**config.mk**
```make
export PLATFORM = sky130hd
export DESIGN_NAME = demorgan_sweep_ctrl_flat
export DESIGN_NICKNAME = d
export VERILOG_FILES = /design/src/rtl/demorgan_pkg.sv /design/src/rtl/demorgan_sweep_ctrl_if.sv /design/src/rtl/demorgan_checker.sv /design/src/rtl/demorgan_sweep_ctrl.sv /design/src/flat_wrapper.sv
export SDC_FILE = /design/constraint.sdc
export NUM_CORES = 1
export LEC_CHECK = 0
export CAP_MARGIN = 25
export CORE_ASPECT_RATIO = 0.5
export CORE_MARGIN = 2
export CORE_UTILIZATION = 25
export CTS_CLUSTER_DIAMETER = 200
export DETAILED_ROUTE_END_ITERATION = 10
export GPL_ROUTABILITY_DRIVEN = 0
export PLACE_DENSITY_LB_ADDON = 0.3
export SYNTH_ARGS = -nofsm -noshare
export SYNTH_HDL_FRONTEND = slang
export SYNTH_SLANG_ARGS = --single-unit
```
**constraint.sdc**
```tcl
create_clock -name clk -period 4.4 [get_ports clk]
set_clock_uncertainty 0.2 [all_clocks]
set_input_delay 0.88 -clock clk [delete_from_list [all_inputs] [get_ports clk]]
set_output_delay 0.88 -clock clk [all_outputs]
set_load 0.02 [all_outputs]
```
**src/rtl/demorgan_pkg.sv**
```systemverilog
// Shared sizes, FSM states, response bit positions and the golden gate function
// for the De Morgan sweep controller.
package demorgan_pkg;

   localparam int unsigned NUM_VEC  = 4;
   localparam int unsigned VEC_W    = 2;
   localparam int unsigned RESP_W   = 6;
   localparam int unsigned FCNT_W   = 3;
   localparam int unsigned SETTLE_W = 4;

   // resp[5:0] = {nA, nB, AnandB, nAornB, nAorB, nAandnB}
   localparam int unsigned R_NA     = 5;
   localparam int unsigned R_NB     = 4;
   localparam int unsigned R_ANANDB = 3;
   localparam int unsigned R_NAORNB = 2;
   localparam int unsigned R_NAORB  = 1;
   localparam int unsigned R_NANDNB = 0;

   typedef enum logic [2:0] {
      IDLE   = 3'd0,
      DRIVE  = 3'd1,
      SETTLE = 3'd2,
      CHECK  = 3'd3,
      FIN    = 3'd4
   } state_e;

   function automatic logic [RESP_W-1:0] golden_resp(input logic a, input logic b);
      logic [RESP_W-1:0] r;
      r           = '0;
      r[R_NA]     = ~a;
      r[R_NB]     = ~b;
      r[R_ANANDB] = ~(a & b);
      r[R_NAORNB] = ~a | ~b;
      r[R_NAORB]  = ~(a | b);
      r[R_NANDNB] = ~a & ~b;
      return r;
   endfunction

endpackage

```
**src/rtl/demorgan_sweep_ctrl_if.sv**
```systemverilog
// Signal bundle between the sweep controller and its environment (gate block + host).
interface demorgan_sweep_ctrl_if #(
   parameter int unsigned CNT_W = 4
);
   import demorgan_pkg::*;

   logic                start;
   logic                a_out;
   logic                b_out;
   logic                nA_in;
   logic                nB_in;
   logic                nAandnB_in;
   logic                AnandB_in;
   logic                nAorB_in;
   logic                nAornB_in;
   logic                busy;
   logic                done;
   logic                pass;
   logic [NUM_VEC-1:0]  err_mask;
   logic [CNT_W-1:0]    err_count;
   logic [VEC_W-1:0]    first_fail_idx;
   logic [RESP_W-1:0]   first_fail_resp;

   modport master (
      input  start, nA_in, nB_in, nAandnB_in, AnandB_in, nAorB_in, nAornB_in,
      output a_out, b_out, busy, done, pass, err_mask, err_count,
             first_fail_idx, first_fail_resp
   );

   modport slave (
      output start, nA_in, nB_in, nAandnB_in, AnandB_in, nAorB_in, nAornB_in,
      input  a_out, b_out, busy, done, pass, err_mask, err_count,
             first_fail_idx, first_fail_resp
   );

endinterface

```
**src/rtl/demorgan_checker.sv**
```systemverilog
// Combinational check of one sampled gate response: four golden checks plus the
// two De Morgan identities, one fail bit per response bit, and their popcount.
module demorgan_checker
   import demorgan_pkg::*;
(
   input  logic              a_i,
   input  logic              b_i,
   input  logic [RESP_W-1:0] resp_i,
   output logic [RESP_W-1:0] fail_vec_c,
   output logic [FCNT_W-1:0] fail_cnt_c
);

   logic [RESP_W-1:0] exp_resp;

   // Identity bits take their reference from the partner output, not the golden value.
   always_comb begin
      exp_resp           = golden_resp(a_i, b_i);
      exp_resp[R_NAORNB] = resp_i[R_ANANDB];
      exp_resp[R_NANDNB] = resp_i[R_NAORB];
      fail_vec_c         = resp_i ^ exp_resp;
      fail_cnt_c         = '0;
      for (int unsigned i = 0; i < RESP_W; i++) begin
         fail_cnt_c = fail_cnt_c + FCNT_W'(fail_vec_c[i]);
      end
   end

endmodule

```
**src/rtl/demorgan_sweep_ctrl.sv**
```systemverilog
// Sweeps A/B over all four vectors, samples the De Morgan gate block after a settle
// delay and reports pass/fail. Define DEMORGAN_SWEEP_LOG_EN to capture the first failure.
module demorgan_sweep_ctrl
   import demorgan_pkg::*;
#(
   parameter int unsigned SETTLE_CYCLES = 1,
   parameter int unsigned CNT_W         = 4
) (
   input logic                   clk,
   input logic                   rst_n,
   demorgan_sweep_ctrl_if.master sweep_if
);

   localparam int unsigned         SUM_W       = CNT_W + FCNT_W;
   localparam logic [CNT_W-1:0]    CNT_MAX     = '1;
   localparam logic [SETTLE_W-1:0] SETTLE_LOAD = SETTLE_W'(SETTLE_CYCLES - 1);

   state_e              state_q, state_d;
   logic [VEC_W-1:0]    vec_q, vec_d;
   logic [SETTLE_W-1:0] cnt_q, cnt_d;
   logic                a_q, a_d, b_q, b_d;
   logic                busy_q, busy_d, done_q, done_d, pass_q, pass_d;
   logic [NUM_VEC-1:0]  err_mask_q, err_mask_d;
   logic [CNT_W-1:0]    err_count_q, err_count_d;

   logic [RESP_W-1:0]   resp;
   logic [RESP_W-1:0]   fail_vec;
   logic [FCNT_W-1:0]   fail_cnt;
   logic [SUM_W-1:0]    sum;
   logic [CNT_W-1:0]    cnt_sat;

`ifdef DEMORGAN_SWEEP_LOG_EN
   logic [VEC_W-1:0]    ff_idx_q, ff_idx_d;
   logic [RESP_W-1:0]   ff_resp_q, ff_resp_d;
`endif

   assign resp = {sweep_if.nA_in, sweep_if.nB_in, sweep_if.AnandB_in,
                  sweep_if.nAornB_in, sweep_if.nAorB_in, sweep_if.nAandnB_in};

   demorgan_checker u_checker (
      .a_i        (a_q),
      .b_i        (b_q),
      .resp_i     (resp),
      .fail_vec_c (fail_vec),
      .fail_cnt_c (fail_cnt)
   );

   assign sum     = SUM_W'(err_count_q) + SUM_W'(fail_cnt);
   assign cnt_sat = (sum > SUM_W'(CNT_MAX)) ? CNT_MAX : CNT_W'(sum);

   // Next-state and register updates.
   always_comb begin
      state_d     = state_q;
      vec_d       = vec_q;
      cnt_d       = cnt_q;
      a_d         = a_q;
      b_d         = b_q;
      busy_d      = busy_q;
      done_d      = 1'b0;
      pass_d      = pass_q;
      err_mask_d  = err_mask_q;
      err_count_d = err_count_q;
`ifdef DEMORGAN_SWEEP_LOG_EN
      ff_idx_d    = ff_idx_q;
      ff_resp_d   = ff_resp_q;
`endif
      case (state_q)
         IDLE: begin
            if (sweep_if.start) begin
               err_mask_d  = '0;
               err_count_d = '0;
               pass_d      = 1'b0;
               vec_d       = '0;
               busy_d      = 1'b1;
               state_d     = DRIVE;
`ifdef DEMORGAN_SWEEP_LOG_EN
               ff_idx_d    = '0;
               ff_resp_d   = '0;
`endif
            end
         end
         DRIVE: begin
            a_d     = vec_q[1];
            b_d     = vec_q[0];
            cnt_d   = SETTLE_LOAD;
            state_d = SETTLE;
         end
         SETTLE: begin
            if (cnt_q == '0) begin
               state_d = CHECK;
            end else begin
               cnt_d = cnt_q - SETTLE_W'(1);
            end
         end
         CHECK: begin
            err_count_d        = cnt_sat;
            err_mask_d[vec_q]  = |fail_vec;
`ifdef DEMORGAN_SWEEP_LOG_EN
            // An empty mask means no earlier vector of this sweep has failed.
            if ((|fail_vec) && (err_mask_q == '0)) begin
               ff_idx_d  = vec_q;
               ff_resp_d = resp;
            end
`endif
            if (vec_q == VEC_W'(NUM_VEC - 1)) begin
               done_d  = 1'b1;
               pass_d  = (err_mask_d == '0);
               state_d = FIN;
            end else begin
               vec_d   = vec_q + VEC_W'(1);
               state_d = DRIVE;
            end
         end
         FIN: begin
            busy_d  = 1'b0;
            state_d = IDLE;
         end
         default: state_d = IDLE;
      endcase
   end

   always_ff @(posedge clk or negedge rst_n) begin
      if (!rst_n) begin
         state_q     <= IDLE;
         vec_q       <= '0;
         cnt_q       <= '0;
         a_q         <= 1'b0;
         b_q         <= 1'b0;
         busy_q      <= 1'b0;
         done_q      <= 1'b0;
         pass_q      <= 1'b0;
         err_mask_q  <= '0;
         err_count_q <= '0;
`ifdef DEMORGAN_SWEEP_LOG_EN
         ff_idx_q    <= '0;
         ff_resp_q   <= '0;
`endif
      end else begin
         state_q     <= state_d;
         vec_q       <= vec_d;
         cnt_q       <= cnt_d;
         a_q         <= a_d;
         b_q         <= b_d;
         busy_q      <= busy_d;
         done_q      <= done_d;
         pass_q      <= pass_d;
         err_mask_q  <= err_mask_d;
         err_count_q <= err_count_d;
`ifdef DEMORGAN_SWEEP_LOG_EN
         ff_idx_q    <= ff_idx_d;
         ff_resp_q   <= ff_resp_d;
`endif
      end
   end

   assign sweep_if.a_out     = a_q;
   assign sweep_if.b_out     = b_q;
   assign sweep_if.busy      = busy_q;
   assign sweep_if.done      = done_q;
   assign sweep_if.pass      = pass_q;
   assign sweep_if.err_mask  = err_mask_q;
   assign sweep_if.err_count = err_count_q;
`ifdef DEMORGAN_SWEEP_LOG_EN
   assign sweep_if.first_fail_idx  = ff_idx_q;
   assign sweep_if.first_fail_resp = ff_resp_q;
`else
   assign sweep_if.first_fail_idx  = '0;
   assign sweep_if.first_fail_resp = '0;
`endif

endmodule

```
**src/flat_wrapper.sv**
```systemverilog
// flat-port wrapper written by rule: the top's interface ports become plain ports
module demorgan_sweep_ctrl_flat import demorgan_pkg::*;
#(
   parameter int unsigned SETTLE_CYCLES = 1,
   parameter int unsigned CNT_W         = 4
)
  (clk, rst_n, sweep_if_start, sweep_if_nA_in, sweep_if_nB_in, sweep_if_nAandnB_in, sweep_if_AnandB_in, sweep_if_nAorB_in, sweep_if_nAornB_in, sweep_if_a_out, sweep_if_b_out, sweep_if_busy, sweep_if_done, sweep_if_pass, sweep_if_err_mask, sweep_if_err_count, sweep_if_first_fail_idx, sweep_if_first_fail_resp);
  demorgan_sweep_ctrl_if #(.CNT_W(CNT_W)) sweep_if_i ();
  input logic clk;
  input logic rst_n;
  input wire logic [$bits(sweep_if_i.start)-1:0] sweep_if_start;
  input wire logic [$bits(sweep_if_i.nA_in)-1:0] sweep_if_nA_in;
  input wire logic [$bits(sweep_if_i.nB_in)-1:0] sweep_if_nB_in;
  input wire logic [$bits(sweep_if_i.nAandnB_in)-1:0] sweep_if_nAandnB_in;
  input wire logic [$bits(sweep_if_i.AnandB_in)-1:0] sweep_if_AnandB_in;
  input wire logic [$bits(sweep_if_i.nAorB_in)-1:0] sweep_if_nAorB_in;
  input wire logic [$bits(sweep_if_i.nAornB_in)-1:0] sweep_if_nAornB_in;
  output wire logic [$bits(sweep_if_i.a_out)-1:0] sweep_if_a_out;
  output wire logic [$bits(sweep_if_i.b_out)-1:0] sweep_if_b_out;
  output wire logic [$bits(sweep_if_i.busy)-1:0] sweep_if_busy;
  output wire logic [$bits(sweep_if_i.done)-1:0] sweep_if_done;
  output wire logic [$bits(sweep_if_i.pass)-1:0] sweep_if_pass;
  output wire logic [$bits(sweep_if_i.err_mask)-1:0] sweep_if_err_mask;
  output wire logic [$bits(sweep_if_i.err_count)-1:0] sweep_if_err_count;
  output wire logic [$bits(sweep_if_i.first_fail_idx)-1:0] sweep_if_first_fail_idx;
  output wire logic [$bits(sweep_if_i.first_fail_resp)-1:0] sweep_if_first_fail_resp;
  assign sweep_if_i.start = sweep_if_start;
  assign sweep_if_i.nA_in = sweep_if_nA_in;
  assign sweep_if_i.nB_in = sweep_if_nB_in;
  assign sweep_if_i.nAandnB_in = sweep_if_nAandnB_in;
  assign sweep_if_i.AnandB_in = sweep_if_AnandB_in;
  assign sweep_if_i.nAorB_in = sweep_if_nAorB_in;
  assign sweep_if_i.nAornB_in = sweep_if_nAornB_in;
  assign sweep_if_a_out = sweep_if_i.a_out;
  assign sweep_if_b_out = sweep_if_i.b_out;
  assign sweep_if_busy = sweep_if_i.busy;
  assign sweep_if_done = sweep_if_i.done;
  assign sweep_if_pass = sweep_if_i.pass;
  assign sweep_if_err_mask = sweep_if_i.err_mask;
  assign sweep_if_err_count = sweep_if_i.err_count;
  assign sweep_if_first_fail_idx = sweep_if_i.first_fail_idx;
  assign sweep_if_first_fail_resp = sweep_if_i.first_fail_resp;
  demorgan_sweep_ctrl #(.SETTLE_CYCLES(SETTLE_CYCLES), .CNT_W(CNT_W)) u_core (.clk(clk), .rst_n(rst_n), .sweep_if(sweep_if_i));
endmodule
```
==> metrics.txt, run 1 <==
status=finished, final reports clean; WP data arrival=4.13 ns; Sink Count=22; H-tree Lvls=1; VDD IR max=169 uV; Tot GR Track Use=0.0903; Yosys warnings=0; Fmax=238 MHz; commonest non-fill, non-tap cell in the layout=dfrtp_1; cell area after layout=1960 sq um; Power Internal=0.788 mW; Comb power frac=0.588; # DRC=0; vias per cell=4.14; R2R Path End=u_core.sweep_if.err_count[3]; Synth-to-Final Area Change=26.8%; final-report hold violation count=0; vias post-DR=1114; CP Capture Type=register; Post CTS Setup Buffer Count=0; total power=1.40 mW; number of buffers added on ports=21; R2R Setup Slk=0.74 ns; CP Class=in2reg; ant diodes=0; Die X=115 um; routed wl met2=1440 um; WHS Path Cells=1; synthesized area=1550 sq um; FILL cells=614; Period minus WS final=4.20 ns; clock latency on the worst-skew pair=0.26 ns; Hold-fix buffers, CTS=0; core area=6030 sq um; share of layout cells above drive strength 1=0.122; hold path endpoint=u_core.cnt_q[0]; # IOs=30; Setup TNS=0 ns; NetSw=0.608 mW; Yosys reg bits=22; period utilization=0.955; nets@finish=206; Top Metal Used=met4; Root Driver=clkbuf_16; Worst-path clk slew=0.06 ns; critical path startpoint category=input pin; WL final=2920 um; vias in the first global route=1071; synth unique cells=41; Sw Ratio=0.436; GRT overflow=0; TritonCTS clock tree=built; Placed Area=1820 sq um; Syn Area/Cell=9.72 sq um; # rows=20; number of gates resized after CTS=0; die height=59.6 um; Critical Path RT=4.33 ns; commonest non-fill, non-tap cells in the layout=dfrtp_1, inv_1, clkdlybuf4s50_1; Initial DRC Count=64; peak fanout along the critical path=3; hold slack=0.327 ns; Min-Delay Path Class=reg2reg; first-pass GRT wire length=4850 um; cells after synthesis=159; met3 wire length=94 um; hold_sp=u_core.cnt_q[0]; Leakage Power=0.900 nW; initial antenna violation count=0; Max Cap Violations=0; sequential element share of the synthesized area=0.356; post-DR wirelength/cell=10.8 um; endpoints failing setup=0; worst reg2reg path depth=11; drt pass-1 iters=4; RSZ-0062 raised after global routing=no; PwrDens=712 nW/um^2; sequential power share=0.258; post-DP HPWL=2230 um; Max Slew Vio Count=0; Initial Util=0.256; total CTS buffers=3; largest net degree at the start of global routing=23; reg2reg start=u_core.sweep_if.b_out; M1 WL=1360 um; worst-case clock buffer depth=2; Antenna Nets Post-Route=0; Die ar.=6860 sq um; clock network fraction of design power=0.154
-- per-layer routing --
layer,track usage,vias up
met3,0.0276,5
li1,-,559
met2,0.155,17
met1,0.113,533
met4,0.0207,0
met5,0,-
-- sequential cells by signal, summed over array words and instances, names as in the netlist --
register,cells
u_core.cnt_q,4
u_core.sweep_if.err_count,4
u_core.sweep_if.err_mask,4
u_core.state_q,3
u_core.vec_q,2
u_core.sweep_if.a_out,1
u_core.sweep_if.b_out,1
u_core.sweep_if.busy,1
u_core.sweep_if.done,1
u_core.sweep_if.pass,1
-- logic make-up (layout without fill, tap and decap cells) --
kind of cell,Yosys count,count (layout),share of synthesized area
and+or+nand+nor,43,43,0.160
muxes,5,5,0.0381
other,1,8,0.00243
buffers and inverters,33,48,0.107
DFF,22,22,0.356
AOI/OAI and AO/OA,29,29,0.133
adders and majority gates,15,15,0.141
xor gates and xnor gates,11,11,0.0623
-- critical path: stages --
cell,delay [ns]
clkdlybuf4s50_1,0.46
xor2_2,0.20
ha_1,0.29
inv_1,0.05
fa_1,0.50
fa_2,0.41
fa_1,0.48
inv_1,0.07
fa_2,0.39
nor4_1,0.28
a221oi_1,0.13
-- power by group through the flow --
| stage | registers, mW | clock network [mW] | logic (mW) |
|---|---|---|---|
| 2_1_floorplan | 0.378 | 0 | 0.582 |
| 3_3_place_gp | 0.362 | 0 | 0.788 |
| 3_5_place_dp | 0.364 | 0 | 0.790 |
| 4_1_cts | 0.360 | 0.224 | 0.795 |
| 5_1_grt | 0.373 | 0.230 | 0.939 |
| 6_report | 0.360 | 0.216 | 0.820 |
-- final cells by class --
class                   instances  area, sq um  area share
flip-flops and latches         22          551       0.281
inverters                      20         75.1      0.0383
multi-input cells             111          880       0.449
clock buffers                   4         88.8      0.0453
repair buffers                 24          255       0.130
well taps                      88          110      0.0562
-- metrics by stage --
stage	utilization	worst slack [ns]	std cells
final	0.325	0.199	269
after global placement	0.301	-0.114	264
after floorplan	-	0.434	166
after global routing	0.325	0.0251	269
after CTS	0.316	0.0888	268
after detailed placement	0.301	-0.186	264
-- cells in the mapped netlist, drive strengths merged --
cell     count  share of area
o221ai       1         0.0057
nand4b       1         0.0097
o21ai        7          0.023
xor2         7          0.040
nor4         1         0.0041
or3b         1         0.0057
a21oi        8          0.026
a22o         1         0.0057
nor3         2         0.0065
o31ai        1         0.0081
conb         1         0.0024
nor2        17          0.041
nor3b        2          0.020
mux2         4          0.032
and3b        1         0.0057
a31oi        2         0.0081
or4b         1         0.0065
ha          11          0.089
nor2b        2         0.0081
nand2        7          0.020
o211ai       1         0.0049
nand3        3         0.0097
fa           4          0.052
a211oi       1         0.0049
a2bb2oi      1         0.0057
a32o         4          0.026
buf         13          0.058
nand2b       2         0.0081
mux2i        1         0.0065
dfrtp       22           0.36
xnor2        4          0.023
nand3b       3          0.015
inv         20          0.049
a221oi       2          0.015
-- worst max-delay path by stage --
| stage | start | end | slack (ns) | cells past startpoint |
|---|---|---|---|---|
| floorplan | sweep_if_nAandnB_in | u_core.sweep_if.err_count[3] | 0.43 | 10 |
| CTS | sweep_if_nAorB_in | u_core.sweep_if.err_count[3] | 0.09 | 11 |
| global placement | sweep_if_nAorB_in | u_core.sweep_if.err_count[2] | -0.11 | 13 |
| detailed placement | sweep_if_nAorB_in | u_core.sweep_if.err_count[3] | -0.19 | 11 |
| finish | sweep_if_nAandnB_in | u_core.sweep_if.err_count[3] | 0.20 | 11 |
| global route | sweep_if_nAandnB_in | u_core.sweep_if.err_count[1] | 0.03 | 13 |
No activity file was read; power rests on OpenSTA's default activity.
==> inputs of run 2 (changes only) <==
clock period = 3.5 ns   (was 4.4 ns; I/O delays follow)
==> run 2 against run 1 <==
The run now ends with setup timing left; sequential share of layout area fell by 0.90 points; cell count rose by 1.9%; sequential power rose by 24%; die area did not move; critical path depth did not move; count of clock-buffer cells in the layout fell by 1; hold slack got worse by 0.0015 ns; clock power rose by 49%; highest routed layer unchanged; power rose by 40%.
==> metrics.txt, run 2 (same netlist as run 1, synthesis figures left out) <==
status=finished, violations left; failing checks=setup timing; Fmax=279 MHz; Antenna Nets Post-Route=0; final-report hold violation count=0; RSZ-0062 raised after global routing=yes; clock latency on the worst-skew pair=0.25 ns; Leakage Power=0.925 nW; # placed instances=268; share of layout cells above drive strength 1=0.204; Tot GR Track Use=0.0968; Synth-to-Final Area Change=31.0%; fin cells=274; first-pass GRT wire length=5180 um; Initial DRC Count=62; Setup TNS=-0.240 ns; slowest CP cell=fa_1; Bufs and invs on worst path=3; Worst Setup Slack, final=-0.0864 ns; die height=59.6 um; Max Slew Vio Count=0; Hold-fix buffers, CTS=0; CP Capture Type=register; Comb power frac=0.607; commonest non-fill, non-tap cells in the layout=dfrtp_1, inv_1, nor2_1, clkdlybuf4s50_1, ha_1; Max Cap Violations=0; Period minus WS final=3.59 ns; VDD IR max=240 uV; post-DR wirelength/cell=11.0 um; largest net degree at the start of global routing=23; Root Driver=clkbuf_16; Multi-input gate area=917 sq um; FF/Latch Area=551 sq um; Worst-path clk slew=0.06 ns; WP data arrival=3.51 ns; initial antenna violation count=0; critical path startpoint category=input pin; NetSw=0.838 mW; Die ar.=6860 sq um; critical path's top delay family=adder cells; Sw Ratio=0.428; nets@finish=211; peak fanout along the critical path=3; # rows=20; sequential power share=0.228; vias post-DR=1155; # IOs=30; # DRC=0; ant diodes=0; Initial Util=0.256; Sink Count=22; worst-case clock buffer depth=2; GRT overflow=0; core area=6030 sq um; CP cell instances=buf_8 -> xor2_2 -> ha_1 -> inv_2 -> fa_1 -> fa_2 -> fa_1 -> inv_2 -> fa_2 -> nor4_2 -> a221oi_2; post-DP HPWL=2300 um; H-tree Lvls=1; CP Class=in2reg; total CTS buffers=3; clock network fraction of design power=0.164; WL final=3020 um; number of buffers added on ports=21; vias per cell=4.22; PwrDens=967 nW/um^2; Power Internal=1.12 mW; CP peak stage delay=0.50 ns; Die X=115 um; TritonCTS clock tree=built; Critical Path RT=3.43 ns; vias in the first global route=1139; drt pass-1 iters=4; Min-Delay Path Class=reg2reg; commonest non-fill, non-tap cell in the layout=dfrtp_1; endpoints failing setup=4; FILL cells=623; period utilization=1.02
==> run 2: metal layers <==
layer	up-vias	wire length [um]	share of wire	track usage
li1	571	-	-	-
met1	563	1400	0.46	0.121
met2	19	1480	0.49	0.166
met3	2	113	0.037	0.0317
met4	0	27	0.0089	0.0207
met5	-	0	0	0
==> run 2: layout make-up <==
class	instances	share of cell area
well taps	88	0.0544
clock buffers	3	0.0371
inverters	20	0.0371
multi-input cells	111	0.453
clock inverters	1	0.0148
repair buffers	29	0.132
flip-flops and latches	22	0.272
==> run 2: what timing repair did <==
action	in CTS	in global routing
cloned	0	0
endpoints found under the setup margin	4	4
setup buffers	1	1
gates resized for setup	22	3
pin swaps	14	9
==> run 2: per-stage QoR <==
| step | area, sq um | utilization | hold WS, ns | power, mW | setup WS [ns] |
|---|---|---|---|---|---|
| 6_report | 2020 | 0.336 | 0.325 | 1.96 | -0.0864 |
| 2_1_floorplan | 1580 | - | 0.204 | 1.22 | -0.0865 |
| 4_1_cts | 2000 | 0.332 | 0.331 | 1.94 | -0.199 |
| 5_1_grt | 2020 | 0.336 | 0.372 | 2.15 | -0.171 |
| 3_3_place_gp | 1850 | 0.307 | 0.308 | 1.47 | -0.703 |
| 3_5_place_dp | 1850 | 0.307 | 0.309 | 1.50 | -0.776 |
==> run 2: worst paths after layout <==
kind / from / slack (ns) / cells past startpoint / to
max in group asynchronous: rst_n / 2.27 / 2 / u_core.sweep_if.a_out
setup reg to reg: u_core.sweep_if.b_out / -0.02 / 11 / u_core.sweep_if.err_count[3]
hold reg to reg: u_core.cnt_q[0] / 0.33 / 1 / u_core.cnt_q[0]
setup / recovery: sweep_if_nAorB_in / -0.09 / 11 / u_core.sweep_if.err_count[3]
hold / removal: u_core.cnt_q[0] / 0.33 / 1 / u_core.cnt_q[0]
min in group asynchronous: rst_n / 0.60 / 2 / u_core.sweep_if.busy
==> run 2: worst reg2reg max path: stages, from the launching register on <==
cell	delay [ns]
dfrtp_1	0.39
nor2_2	0.16
xor2_2	0.17
ha_1	0.26
inv_2	0.06
fa_1	0.43
fa_2	0.37
fa_1	0.50
inv_2	0.06
fa_2	0.39
nor4_2	0.31
a221oi_2	0.10
==> run 2: power by group through the flow <==
stage	clock network [mW]	logic (mW)	registers (mW)
floorplan	0	0.741	0.475
global placement	0	1.03	0.444
detailed placement	0	1.05	0.448
CTS	0.329	1.16	0.448
global route	0.344	1.34	0.464
finish	0.321	1.19	0.447
